<file path="src/rtl/addsub_arbiter_if.sv">
`default_nettype none
// +------------------------------------------------------------------+
// | Module   : addsub_arbiter_if                                     |
// | Purpose  : Request/operand/grant and result-channel bundle for   |
// |            the two-requester shared add/sub unit.                |
// | Revision : 1.0  initial release                                  |
// +------------------------------------------------------------------+
interface addsub_arbiter_if;
   // Requester side
   logic        req0;
   logic        req1;
   logic [15:0] a0;
   logic [15:0] b0;
   logic [15:0] a1;
   logic [15:0] b1;
   logic        sub0;
   logic        sub1;
   logic        gnt0;
   logic        gnt1;
   // Result channel
   logic        res_valid;
   logic        res_ready;
   logic        res_id;
   logic [15:0] result;
   logic        cout;
   logic        ovf;

   // Arbiter view
   modport slave (
      input  req0, req1, a0, b0, a1, b1, sub0, sub1, res_ready,
      output gnt0, gnt1, res_valid, res_id, result, cout, ovf
   );

   // Requester / consumer view
   modport master (
      output req0, req1, a0, b0, a1, b1, sub0, sub1, res_ready,
      input  gnt0, gnt1, res_valid, res_id, result, cout, ovf
   );
endinterface
`default_nettype wire

</file>
<file path="src/rtl/addsub_arbiter.sv">
`default_nettype none
// +------------------------------------------------------------------+
// | Module   : adder_subtractor_16_bit / addsub_arbiter              |
// | Purpose  : One shared 16-bit adder/subtractor time-multiplexed   |
// |            between two requesters with round-robin arbitration  |
// |            and a valid/ready result channel.                     |
// | Revision : 1.0  initial release                                  |
// +------------------------------------------------------------------+

// Combinational 16-bit add/sub with carry-out and signed overflow.
module adder_subtractor_16_bit (
   input  logic [15:0] a_i,
   input  logic [15:0] b_i,
   input  logic        sub_i,
   output logic [15:0] sum_o,
   output logic        cout_o,
   output logic        ovf_o
);
   logic [15:0] w_b_eff;
   logic [16:0] w_sum;

   // Subtraction is a + ~b + 1; the carry-in is the op bit itself.
   assign w_b_eff = b_i ^ {16{sub_i}};
   assign w_sum   = {1'b0, a_i} + {1'b0, w_b_eff} + {16'd0, sub_i};
   assign sum_o   = w_sum[15:0];
   assign cout_o  = w_sum[16];
   // Overflow: like-signed operands produced an opposite-signed result.
   assign ovf_o   = (a_i[15] == w_b_eff[15]) && (w_sum[15] != a_i[15]);
endmodule

module addsub_arbiter (
   input  logic                  clk,
   input  logic                  rst_n,
   addsub_arbiter_if.slave       bus
);
   typedef enum logic [1:0] {
      S_IDLE = 2'd0,
      S_EXEC = 2'd1,
      S_RESP = 2'd2
   } state_t;

   state_t      state_q, state_d;
   logic        last_q, last_d;     // requester granted most recently
   logic [15:0] a_q, a_d;
   logic [15:0] b_q, b_d;
   logic        sub_q, sub_d;
   logic        id_q, id_d;
   logic [15:0] result_q, result_d;
   logic        cout_q, cout_d;
   logic        ovf_q, ovf_d;

   logic        w_gnt0;
   logic        w_gnt1;
   logic [15:0] w_sum;
   logic        w_cout;
   logic        w_ovf;

   adder_subtractor_16_bit u_addsub (
      .a_i    (a_q),
      .b_i    (b_q),
      .sub_i  (sub_q),
      .sum_o  (w_sum),
      .cout_o (w_cout),
      .ovf_o  (w_ovf)
   );

   // Next-state, grant and capture logic for the IDLE/EXEC/RESP sequence.
   always_comb begin
      state_d  = state_q;
      last_d   = last_q;
      a_d      = a_q;
      b_d      = b_q;
      sub_d    = sub_q;
      id_d     = id_q;
      result_d = result_q;
      cout_d   = cout_q;
      ovf_d    = ovf_q;
      w_gnt0   = 1'b0;
      w_gnt1   = 1'b0;

      case (state_q)
         S_IDLE: begin
            // Grants are suppressed while reset is held, since state is
            // already forced to IDLE asynchronously.
            if (rst_n) begin
               // On a tie, requester 0 wins only if 1 was granted last.
               if (bus.req0 && (!bus.req1 || last_q)) begin
                  w_gnt0 = 1'b1;
               end else if (bus.req1) begin
                  w_gnt1 = 1'b1;
               end
            end
            if (w_gnt0 || w_gnt1) begin
               id_d    = w_gnt1;
               last_d  = w_gnt1;
               a_d     = w_gnt1 ? bus.a1   : bus.a0;
               b_d     = w_gnt1 ? bus.b1   : bus.b0;
               sub_d   = w_gnt1 ? bus.sub1 : bus.sub0;
               state_d = S_EXEC;
            end
         end
         S_EXEC: begin
            result_d = w_sum;
            cout_d   = w_cout;
            ovf_d    = w_ovf;
            state_d  = S_RESP;
         end
         S_RESP: begin
            if (bus.res_ready) begin
               state_d = S_IDLE;
            end
         end
         default: begin
            state_d = S_IDLE;
         end
      endcase
   end

   // State, operand and result registers; pointer resets to 1 so
   // requester 0 wins the first tie.
   always_ff @(posedge clk or negedge rst_n) begin
      if (!rst_n) begin
         state_q  <= S_IDLE;
         last_q   <= 1'b1;
         a_q      <= 16'd0;
         b_q      <= 16'd0;
         sub_q    <= 1'b0;
         id_q     <= 1'b0;
         result_q <= 16'd0;
         cout_q   <= 1'b0;
         ovf_q    <= 1'b0;
      end else begin
         state_q  <= state_d;
         last_q   <= last_d;
         a_q      <= a_d;
         b_q      <= b_d;
         sub_q    <= sub_d;
         id_q     <= id_d;
         result_q <= result_d;
         cout_q   <= cout_d;
         ovf_q    <= ovf_d;
      end
   end

   assign bus.gnt0      = w_gnt0;
   assign bus.gnt1      = w_gnt1;
   assign bus.res_valid = (state_q == S_RESP);
   assign bus.res_id    = id_q;
   assign bus.result    = result_q;
   assign bus.cout      = cout_q;
   assign bus.ovf       = ovf_q;
endmodule
`default_nettype wire

</file>
<file path="src/flat_wrapper.sv">
// flat-port wrapper written by rule: the top's interface ports become plain ports
module addsub_arbiter_flat 
  (clk, rst_n, bus_req0, bus_req1, bus_a0, bus_b0, bus_a1, bus_b1, bus_sub0, bus_sub1, bus_res_ready, bus_gnt0, bus_gnt1, bus_res_valid, bus_res_id, bus_result, bus_cout, bus_ovf);
  addsub_arbiter_if bus_i ();
  input  logic clk;
  input  logic rst_n;
  input wire logic [$bits(bus_i.req0)-1:0] bus_req0;
  input wire logic [$bits(bus_i.req1)-1:0] bus_req1;
  input wire logic [$bits(bus_i.a0)-1:0] bus_a0;
  input wire logic [$bits(bus_i.b0)-1:0] bus_b0;
  input wire logic [$bits(bus_i.a1)-1:0] bus_a1;
  input wire logic [$bits(bus_i.b1)-1:0] bus_b1;
  input wire logic [$bits(bus_i.sub0)-1:0] bus_sub0;
  input wire logic [$bits(bus_i.sub1)-1:0] bus_sub1;
  input wire logic [$bits(bus_i.res_ready)-1:0] bus_res_ready;
  output wire logic [$bits(bus_i.gnt0)-1:0] bus_gnt0;
  output wire logic [$bits(bus_i.gnt1)-1:0] bus_gnt1;
  output wire logic [$bits(bus_i.res_valid)-1:0] bus_res_valid;
  output wire logic [$bits(bus_i.res_id)-1:0] bus_res_id;
  output wire logic [$bits(bus_i.result)-1:0] bus_result;
  output wire logic [$bits(bus_i.cout)-1:0] bus_cout;
  output wire logic [$bits(bus_i.ovf)-1:0] bus_ovf;
  assign bus_i.req0 = bus_req0;
  assign bus_i.req1 = bus_req1;
  assign bus_i.a0 = bus_a0;
  assign bus_i.b0 = bus_b0;
  assign bus_i.a1 = bus_a1;
  assign bus_i.b1 = bus_b1;
  assign bus_i.sub0 = bus_sub0;
  assign bus_i.sub1 = bus_sub1;
  assign bus_i.res_ready = bus_res_ready;
  assign bus_gnt0 = bus_i.gnt0;
  assign bus_gnt1 = bus_i.gnt1;
  assign bus_res_valid = bus_i.res_valid;
  assign bus_res_id = bus_i.res_id;
  assign bus_result = bus_i.result;
  assign bus_cout = bus_i.cout;
  assign bus_ovf = bus_i.ovf;
  addsub_arbiter u_core (.clk(clk), .rst_n(rst_n), .bus(bus_i));
endmodule
</file>
<file path="config.mk">
export PLATFORM = sky130hd
export DESIGN_NAME = addsub_arbiter_flat
export DESIGN_NICKNAME = d
export VERILOG_FILES = /design/src/rtl/addsub_arbiter_if.sv /design/src/rtl/addsub_arbiter.sv /design/src/flat_wrapper.sv
export SDC_FILE = /design/constraint.sdc
export NUM_CORES = 1
export LEC_CHECK = 0
export ABC_AREA = 1
export BUFFER_PORTS_ARGS = -buffer_cell sky130_fd_sc_hd__buf_2
export CAP_MARGIN = 25
export CORE_AREA = 2 2 102 79
export CTS_CLUSTER_SIZE = 16
export DETAILED_ROUTE_END_ITERATION = 16
export DIE_AREA = 0 0 104 81
export MAX_ROUTING_LAYER = met4
export PLACE_DENSITY = 0.76
export SYNTH_ARGS = -nofsm -noshare
export SYNTH_HDL_FRONTEND = slang
export SYNTH_SLANG_ARGS = --single-unit
</file>
<file path="constraint.sdc">
create_clock -name clk -period 2.1 [get_ports clk]
set_input_delay 0.105 -clock clk [delete_from_list [all_inputs] [get_ports clk]]
set_output_delay 0.105 -clock clk [all_outputs]
set_load 0.05 [all_outputs]
</file>
==> results of run 1 <==
==> layer usage <==
metal  track usage, %  up-vias
li1                 -     1700
met1             31.1     1494
met2             31.6       97
met3             3.61        8
met4             5.00        0
met5                -        -
==> sequential cells by signal, indices dropped and copies added, names as in the netlist <==
signal	cells
u_core.state_q	2
u_core.last_q	1
u_core.bus.res_id	1
u_core.a_q	16
u_core.bus.ovf	1
u_core.sub_q	1
u_core.bus.cout	1
u_core.b_q	16
u_core.bus.result	16
==> stage by stage <==
step	utilization (%)	TNS (ns)	cells	setup WS (ns)
4_1_cts	55.6	0	651	0.00585
5_1_grt	60.4	-1.14	660	-0.160
6_report	60.4	-0.0777	660	-0.0420
3_3_place_gp	53.7	-0.0502	641	-0.0502
2_1_floorplan	-	0	450	0.0615
3_5_place_dp	53.7	-0.0502	641	-0.0502
==> cell type report <==
| cell class | count | area [µm²] |
|---|---|---|
| Inverter | 31 | 116 |
| Tap cell | 105 | 131 |
| Clock inverter | 2 | 35.0 |
| Timing Repair Buffer | 118 | 684 |
| Sequential cell | 55 | 1380 |
| Multi-Input combinational cell | 343 | 2140 |
| Fill cell | 691 | 3000 |
| Clock buffer | 6 | 82.6 |
==> repair_timing <==
action                                 CTS  global route
setup buffers                            1             9
pin swaps                                1            32
setup endpoints to repair                3            12
hold buffers                             1             0
resized for setup                        4            71
endpoints found under the hold margin   31             0
gates cloned                             0             0
==> kinds of logic after synthesis <==
group                      count (synthesis)
AOI/OAI and AO/OA                         68
adders and majority gates                 17
buffers and inverters                     52
xor gates and xnor gates                  21
and+or+nand+nor                          237
DFF                                       55
==> synth_stat cells (all sizes together), types with 6 or more instances <==
library cell | instances | area share, %
xnor2 | 6 | 1.5
o21ai | 16 | 2.7
buf | 17 | 3.9
nand3 | 46 | 6.6
a31oi | 33 | 5.9
inv | 30 | 3.2
a21oi | 16 | 2.9
nor2 | 50 | 5.4
dfrtp | 54 | 39
xor2 | 15 | 3.8
nand2 | 130 | 15
ha | 16 | 5.7
==> worst min-delay path by stage <==
stage	startpoint	end	slack, ns	cells past startpoint
2_1_floorplan	rst_n	u_core.a_q[0]$_DFFE_PN0P_	-0.19	0
3_3_place_gp	rst_n	u_core.bus.result[0]$_DFFE_PN0N_	0.18	2
3_5_place_dp	rst_n	u_core.state_q[1]$_DFFE_PN0P_	0.18	2
4_1_cts	bus_res_ready	u_core.state_q[1]$_DFFE_PN0P_	0.0009	4
5_1_grt	bus_res_ready	u_core.state_q[1]$_DFFE_PN0P_	0.03	4
6_report	bus_res_ready	u_core.state_q[1]$_DFFE_PN0P_	0.007	4
==> critical path: stages, from the launching register on <==
cell and delay [ns]:
sky130_fd_sc_hd__dfrtp_2 0.48, sky130_fd_sc_hd__buf_6 0.17, sky130_fd_sc_hd__xor2_1 0.16, sky130_fd_sc_hd__ha_1 0.36, sky130_fd_sc_hd__nand2_2 0.11, sky130_fd_sc_hd__buf_4 0.16
sky130_fd_sc_hd__nor4_4 0.25, sky130_fd_sc_hd__nand2_2 0.09, sky130_fd_sc_hd__nand2_1 0.06, sky130_fd_sc_hd__nand2_1 0.05, sky130_fd_sc_hd__nand3_2 0.06, sky130_fd_sc_hd__nand2_1 0.07
==> flow_metrics.py, run 1 <==
metrics = {
    "final_layout": {
        "antenna_cells_inserted": 0,
        "nets": 642,
        "final_area_um2": 4570,
        "layout_commonest_cell": "sky130_fd_sc_hd__nand2_1",
        "area_delta_synth_final_pct": 30.8,
        "layout-drive-gt1-share_pct": 36.0,
        "commonest_cells_after_routing_fill_and_taps_aside": "sky130_fd_sc_hd__nand2_1, sky130_fd_sc_hd__buf_2, sky130_fd_sc_hd__dfrtp_1",
    },
    "setup_path": {
        "regToRegSetupSlack_ns": -0.04,
        "timing.critical_path.arrival_ns": 2.34,
        "worstSetupStartpoint": "u_core.sub_q$_DFFE_PN0P_",
        "crit_path_end": "u_core.bus.result[13]$_DFFE_PN0N_",
        "rr_endpoint": "u_core.bus.result[13]$_DFFE_PN0N_",
        "timing.critical_path.to_type": "flip-flop",
        "criticalPathCategory": "flip-flop to flip-flop",
        "worst_setup_path_start_kind": "flip-flop",
        "crit_required_ns": 2.30,
        "r2r_start": "u_core.sub_q$_DFFE_PN0P_",
        "r2r.worst_path.cells": 11,
        "critPathMaxFanout": 6,
    },
    "clocking": {
        "cts_num_sinks": 55,
        "cts-root-buf": "sky130_fd_sc_hd__clkbuf_8",
        "tritoncts": "done",
        "htree_num_levels": 2,
        "clk_path_buf_depth": 2,
        "skew_pair_late_insertion_delay_ns": 0.31,
        "tritoncts.num_buffers": 5,
        "cts.reportedPaths.clkPinSlew_ns": 0.10,
    },
    "detailed_routing": {
        "drt-vias-per-instance": 5.00,
        "drtIter0Drc": 191,
        "routed-wl-met3_um": 475,
        "dr.max_layer_used": "met4",
        "avg_wl_per_cell_um": 13.2,
        "total_wirelength_um": 8690,
        "vias": 3299,
        "drcViolationCount": 0,
        "detail_route.first_pass.iterations": 4,
        "metal1_wirelength_um": 4370,
        "wl_met2_um": 3760,
        "antenna_left": 0,
    },
    "timing": {
        "maxSlewHeadroom_pct": 61.6,
        "worst_clock_skew_ns": 0.0137,
        "post_layout_min_period_ns": 2.14,
        "setup_viol": 3,
        "worstMarginPinSlew_ns": 0.574,
        "timing.hold.ws_ns": 0.00726,
        "post-route-worst-setup-slack_ns": -0.0420,
        "final.period_utilization_pct": 102,
        "rsz0062_at_grt": "true",
        "slew_violations": 0,
        "max_freq_mhz": 467,
        "finalHoldViolCount": 0,
    },
    "global_route": {
        "globalRouteOverflowTotal": 0,
        "antenna_found_initial": 0,
        "maximum_number_of_pins_on_one_net_before_global_route_repair": 68,
        "vias_in_the_first_global_route": 3007,
        "wire_length_of_the_first_global_routing_pass_um": 14100,
        "grt.total_usage_pct": 21.5,
    },
    "place": {
        "placed_standard_cell_area_um2": 4060,
        "place.port_buffers": 92,
        "gpl.final_weighted_congestion": 0.940,
        "place.detailed.hpwl_um": 6450,
    },
    "die": {
        "placementRows": 28,
        "placeableCoreArea_um2": 7570,
        "top_level_ports": 93,
        "die-height_um": 81,
        "fp.dieArea_um2": 8420,
        "initial_utilization_pct": 46.1,
        "die_w_um": 104,
    },
    "synth": {
        "combinational_family_with_the_most_area_after_synthesis": "simple AND/OR/NAND/NOR gates",
        "synthMuxAreaShare_pct": 0,
        "synth.cell_area_um2": 3490,
        "synth-edff-count": 0,
        "synth_sequential_area_ratio_pct": 39.4,
        "complex_gate_fraction_of_the_synthesized_area_pct": 12.2,
        "dominantRegCellSynth": "sky130_fd_sc_hd__dfrtp_1",
        "mean_cell_area_of_the_mapped_netlist_um2": 7.76,
        "synth-simple-area-share_pct": 29.1,
        "synth_adder_area_share_pct": 6.31,
        "synth_fp_nets": 538,
        "synth-seq-cells": 55,
        "post_synth_xor_area_fraction_pct": 5.27,
        "ys_async_rst_share_pct": 100,
        "synthDistinctLibCells": 32,
        "ys_warn_count": 0,
        "postSynthCellCount": 450,
    },
    "flow_run": {
        "maxCapViolCount": 0,
    },
    "run_status": {
        "failed_checks": "negative setup slack",
        "status": "finished, violations left",
    },
    "hold_path": {
        "hold_path_class": "input port to flip-flop",
    },
}
Power of run 1 is not shown: default switching activity piles up to over one toggle a cycle in this logic, so the estimate is an artifact.
==> run 2, diff against run 1 <==
Settings changed: CORE_AREA 2 2 102 79 to 2 2 105 81, DIE_AREA 0 0 104 81 to 0 0 107 83, SYNTH_HIERARCHICAL set to 1.
==> run 2 against run 1 <==
The flow finishes with violations (negative hold slack, negative setup slack); flip-flop and latch count unchanged; die area increased by 5.4%; clock-buffer cell count rose by 1; fmax fell by 5.3%; critical path depth is 2 higher; worst hold slack got worse by 0.0087 ns; synthesized area is 7.5% higher; critical path type unchanged.
==> flow_metrics.py, run 2 <==
metrics = {
    "synth": {
        "synth_top_area_share_pct": 36.0,
        "synth.cell_area_um2": 3750,
        "ys_warn_count": 6,
        "dominantRegCellSynth": "sky130_fd_sc_hd__dfrtp_1",
        "ys_async_rst_share_pct": 100,
        "mean_cell_area_of_the_mapped_netlist_um2": 7.80,
        "postSynthCellCount": 481,
        "synth.area.top_cells": "sky130_fd_sc_hd__dfrtp_1, sky130_fd_sc_hd__nand2_1, sky130_fd_sc_hd__nand3b_1",
        "synthDistinctLibCells": 37,
        "netlist_top_cells_count": "sky130_fd_sc_hd__nand2_1, sky130_fd_sc_hd__inv_1, sky130_fd_sc_hd__dfrtp_1",
        "synth_most_common_cell": "sky130_fd_sc_hd__nand2_1",
        "synth_area_leader_cell": "sky130_fd_sc_hd__dfrtp_1",
        "synth_fp_nets": 569,
        "synth-edff-count": 0,
        "synth-seq-cells": 55,
        "synth_sequential_area_ratio_pct": 36.7,
    },
    "clocking": {
        "cts-hold-fix-buffers": 0,
        "htree_num_levels": 2,
        "cts.reportedPaths.clkPinSlew_ns": 0.10,
        "skew_pair_late_insertion_delay_ns": 0.32,
        "cts-root-buf": "sky130_fd_sc_hd__clkbuf_8",
        "tritoncts.num_buffers": 5,
        "cts_num_sinks": 55,
        "clk_path_buf_depth": 2,
        "tritoncts": "done",
    },
    "final_layout": {
        "final_area_um2": 5140,
        "layout_commonest_cell": "sky130_fd_sc_hd__nand2_1",
        "commonest_cells_after_routing_fill_and_taps_aside": "sky130_fd_sc_hd__nand2_1, sky130_fd_sc_hd__buf_2, sky130_fd_sc_hd__dfrtp_1",
        "layout-drive-gt1-share_pct": 40.0,
        "num-fill-cells": 647,
        "post_layout_nonfiller_instances": 720,
        "nets": 702,
        "area_delta_synth_final_pct": 36.9,
        "antenna_cells_inserted": 0,
    },
    "global_route": {
        "vias_in_the_first_global_route": 3502,
        "grt.total_usage_pct": 22.9,
        "wire_length_of_the_first_global_routing_pass_um": 16000,
        "maximum_number_of_pins_on_one_net_before_global_route_repair": 56,
        "antenna_found_initial": 0,
        "globalRouteOverflowTotal": 0,
    },
    "detailed_routing": {
        "wl_met2_um": 4990,
        "total_wirelength_um": 10500,
        "drtIter0Drc": 180,
        "metal1_wirelength_um": 4790,
        "drcViolationCount": 0,
        "drt-vias-per-instance": 5.01,
        "dr.max_layer_used": "met4",
        "detail_route.first_pass.iterations": 5,
        "vias": 3609,
        "routed-wl-met3_um": 635,
        "antenna_left": 0,
        "avg_wl_per_cell_um": 14.6,
    },
    "place": {
        "dp.cells": 701,
        "place.port_buffers": 92,
        "place.detailed.hpwl_um": 7150,
        "gpl.final_weighted_congestion": 0.944,
        "placed_standard_cell_area_um2": 4580,
    },
    "timing": {
        "worstMarginPinSlew_ns": 0.691,
        "setup_viol": 12,
        "totalNegativeSetupSlack_ns": -1.18,
        "maxSlewHeadroom_pct": 53.9,
        "timing.hold.ws_ns": -0.00141,
        "finalHoldViolCount": 1,
        "rsz0062_at_grt": "true",
        "worst_clock_skew_ns": 0.00618,
        "final.period_utilization_pct": 108,
        "post_layout_min_period_ns": 2.26,
        "slew_violations": 0,
        "post-route-worst-setup-slack_ns": -0.162,
        "max_freq_mhz": 442,
    },
    "setup_path": {
        "critPathMaxFanout": 5,
        "worst_setup_path_start_kind": "flip-flop",
        "crit_required_ns": 2.31,
        "criticalPathCategory": "flip-flop to flip-flop",
        "timing.critical_path.arrival_ns": 2.47,
        "timing.critical_path.to_type": "flip-flop",
    },
    "flow_run": {
        "maxCapViolCount": 0,
    },
    "run_status": {
        "status": "finished, violations left",
        "failed_checks": "negative hold slack, negative setup slack",
    },
    "die": {
        "placeableCoreArea_um2": 7810,
        "die-height_um": 83,
        "top_level_ports": 93,
        "initial_utilization_pct": 48.0,
        "fp.dieArea_um2": 8880,
        "die_w_um": 107,
        "placementRows": 28,
    },
    "pwr": {
        "total_leakage_power_nw": 2.79,
        "power_mw": 10.5,
        "vdd.ir_drop.worst_mv": 0.980,
        "cellPowerDensity_nw_per_um2": 2040,
    },
    "hold_path": {
        "hold_path_class": "input port to flip-flop",
    },
}
[run 2: cell types whose count changed after synthesis, moves of 3 or more]
| cell | previous run | this run |
|---|---|---|
| sky130_fd_sc_hd__nand2_1 | 119 | 150 |
| sky130_fd_sc_hd__nor2_1 | 50 | 13 |
| sky130_fd_sc_hd__o21ai_0 | 12 | 4 |
| sky130_fd_sc_hd__a31oi_1 | 33 | 0 |
| sky130_fd_sc_hd__buf_6 | 8 | 1 |
| sky130_fd_sc_hd__xnor2_1 | 6 | 2 |
| sky130_fd_sc_hd__inv_1 | 29 | 56 |
| sky130_fd_sc_hd__xor2_1 | 15 | 22 |
| sky130_fd_sc_hd__nand3b_1 | 5 | 33 |
| sky130_fd_sc_hd__inv_2 | 1 | 4 |
| sky130_fd_sc_hd__mux2_2 | 0 | 18 |
| sky130_fd_sc_hd__nand3_1 | 46 | 43 |
[run 2: layer usage]
metal	up-vias	track usage, %
li1	1786	-
met1	1681	32.5
met2	131	35.0
met3	11	3.45
met4	0	4.84
met5	-	-
[run 2: power breakdown]
part           total (mW)  internal (mW)  leakage (nW)  switching (mW)
registers            1.92           1.53         0.669           0.386
logic                7.91           3.54          2.07            4.38
clock network       0.631          0.274        0.0489           0.358
[run 2: worst paths after layout]
kind | start | cells past startpoint | endpoint | slack [ns]
max reg2reg | u_core/sub_q$_DFFE_PN0P_ | 13 | u_core/bus.result[13]$_DFFE_PN0N_ | -0.16
min reg2reg | u_core/bus.result[9]$_DFFE_PN0N_ | 1 | u_core/bus.result[9]$_DFFE_PN0N_ | 0.51
min | bus_res_ready | 2 | u_core/state_q[1]$_DFFE_PN0P_ | -0.001
max in group asynchronous | rst_n | 2 | u_core/sub_q$_DFFE_PN0P_ | 1.59
max | u_core/sub_q$_DFFE_PN0P_ | 13 | u_core/bus.result[13]$_DFFE_PN0N_ | -0.16
min in group asynchronous | rst_n | 2 | u_core/a_q[5]$_DFFE_PN0P_ | 0.02
[run 2: timing repair]
action,in CTS,in global routing
buffers inserted,6,4
pin swaps,12,26
endpoints found under the setup margin,12,14
gates cloned,1,0
resized for setup,25,48
endpoints found under the hold margin,0,0
[run 2: metrics by stage]
stage	hold slack [ns]	util [%]	setup WS, ns
finish	-0.00141	65.7	-0.162
global route	-0.00192	65.7	-0.281
CTS	0.00773	61.9	-0.174
detailed placement	0.333	58.6	-0.173
global placement	0.311	58.6	-0.125
floorplan	-0.191	-	-0.0513
[run 2: kinds of logic (layout without fill, tap and decap cells)]
family / count (synthesis) / after routing / share of synthesized area, %
muxes: 18 / 18 / 5.40
buffers and inverters: 79 / 213 / 8.47
xor gates and xnor gates: 24 / 24 / 5.60
DFF: 55 / 55 / 36.7
adders and majority gates: 17 / 17 / 5.87
and+or+nand+nor: 261 / 261 / 33.6
AOI/OAI and AO/OA: 27 / 27 / 4.30
[run 2: critical path: stages, from the launching register on]
cell                      delay [ns]
sky130_fd_sc_hd__dfrtp_2        0.47
sky130_fd_sc_hd__buf_6          0.15
sky130_fd_sc_hd__xor2_2         0.14
sky130_fd_sc_hd__ha_1           0.35
sky130_fd_sc_hd__buf_6          0.15
sky130_fd_sc_hd__nand2_4        0.07
sky130_fd_sc_hd__inv_2          0.04
sky130_fd_sc_hd__a21oi_2        0.16
sky130_fd_sc_hd__nor2_1         0.07
sky130_fd_sc_hd__nor2_1         0.12
sky130_fd_sc_hd__nand2_1        0.07
sky130_fd_sc_hd__nand2_1        0.06
sky130_fd_sc_hd__nand2_1        0.04
sky130_fd_sc_hd__mux2_4         0.26
[run 2: final cells by class]
cell class / count / area [µm²] / area share, %
Multi-Input combinational cell: 347 / 2430 / 47.4
Sequential cell: 55 / 1380 / 26.8
Timing Repair Buffer: 144 / 870 / 16.9
Inverter: 61 / 229 / 4.46
Tap cell: 105 / 131 / 2.56
Clock buffer: 7 / 86.3 / 1.68
Clock inverter: 1 / 8.76 / 0.171
Power figures use the tool's default switching activity.
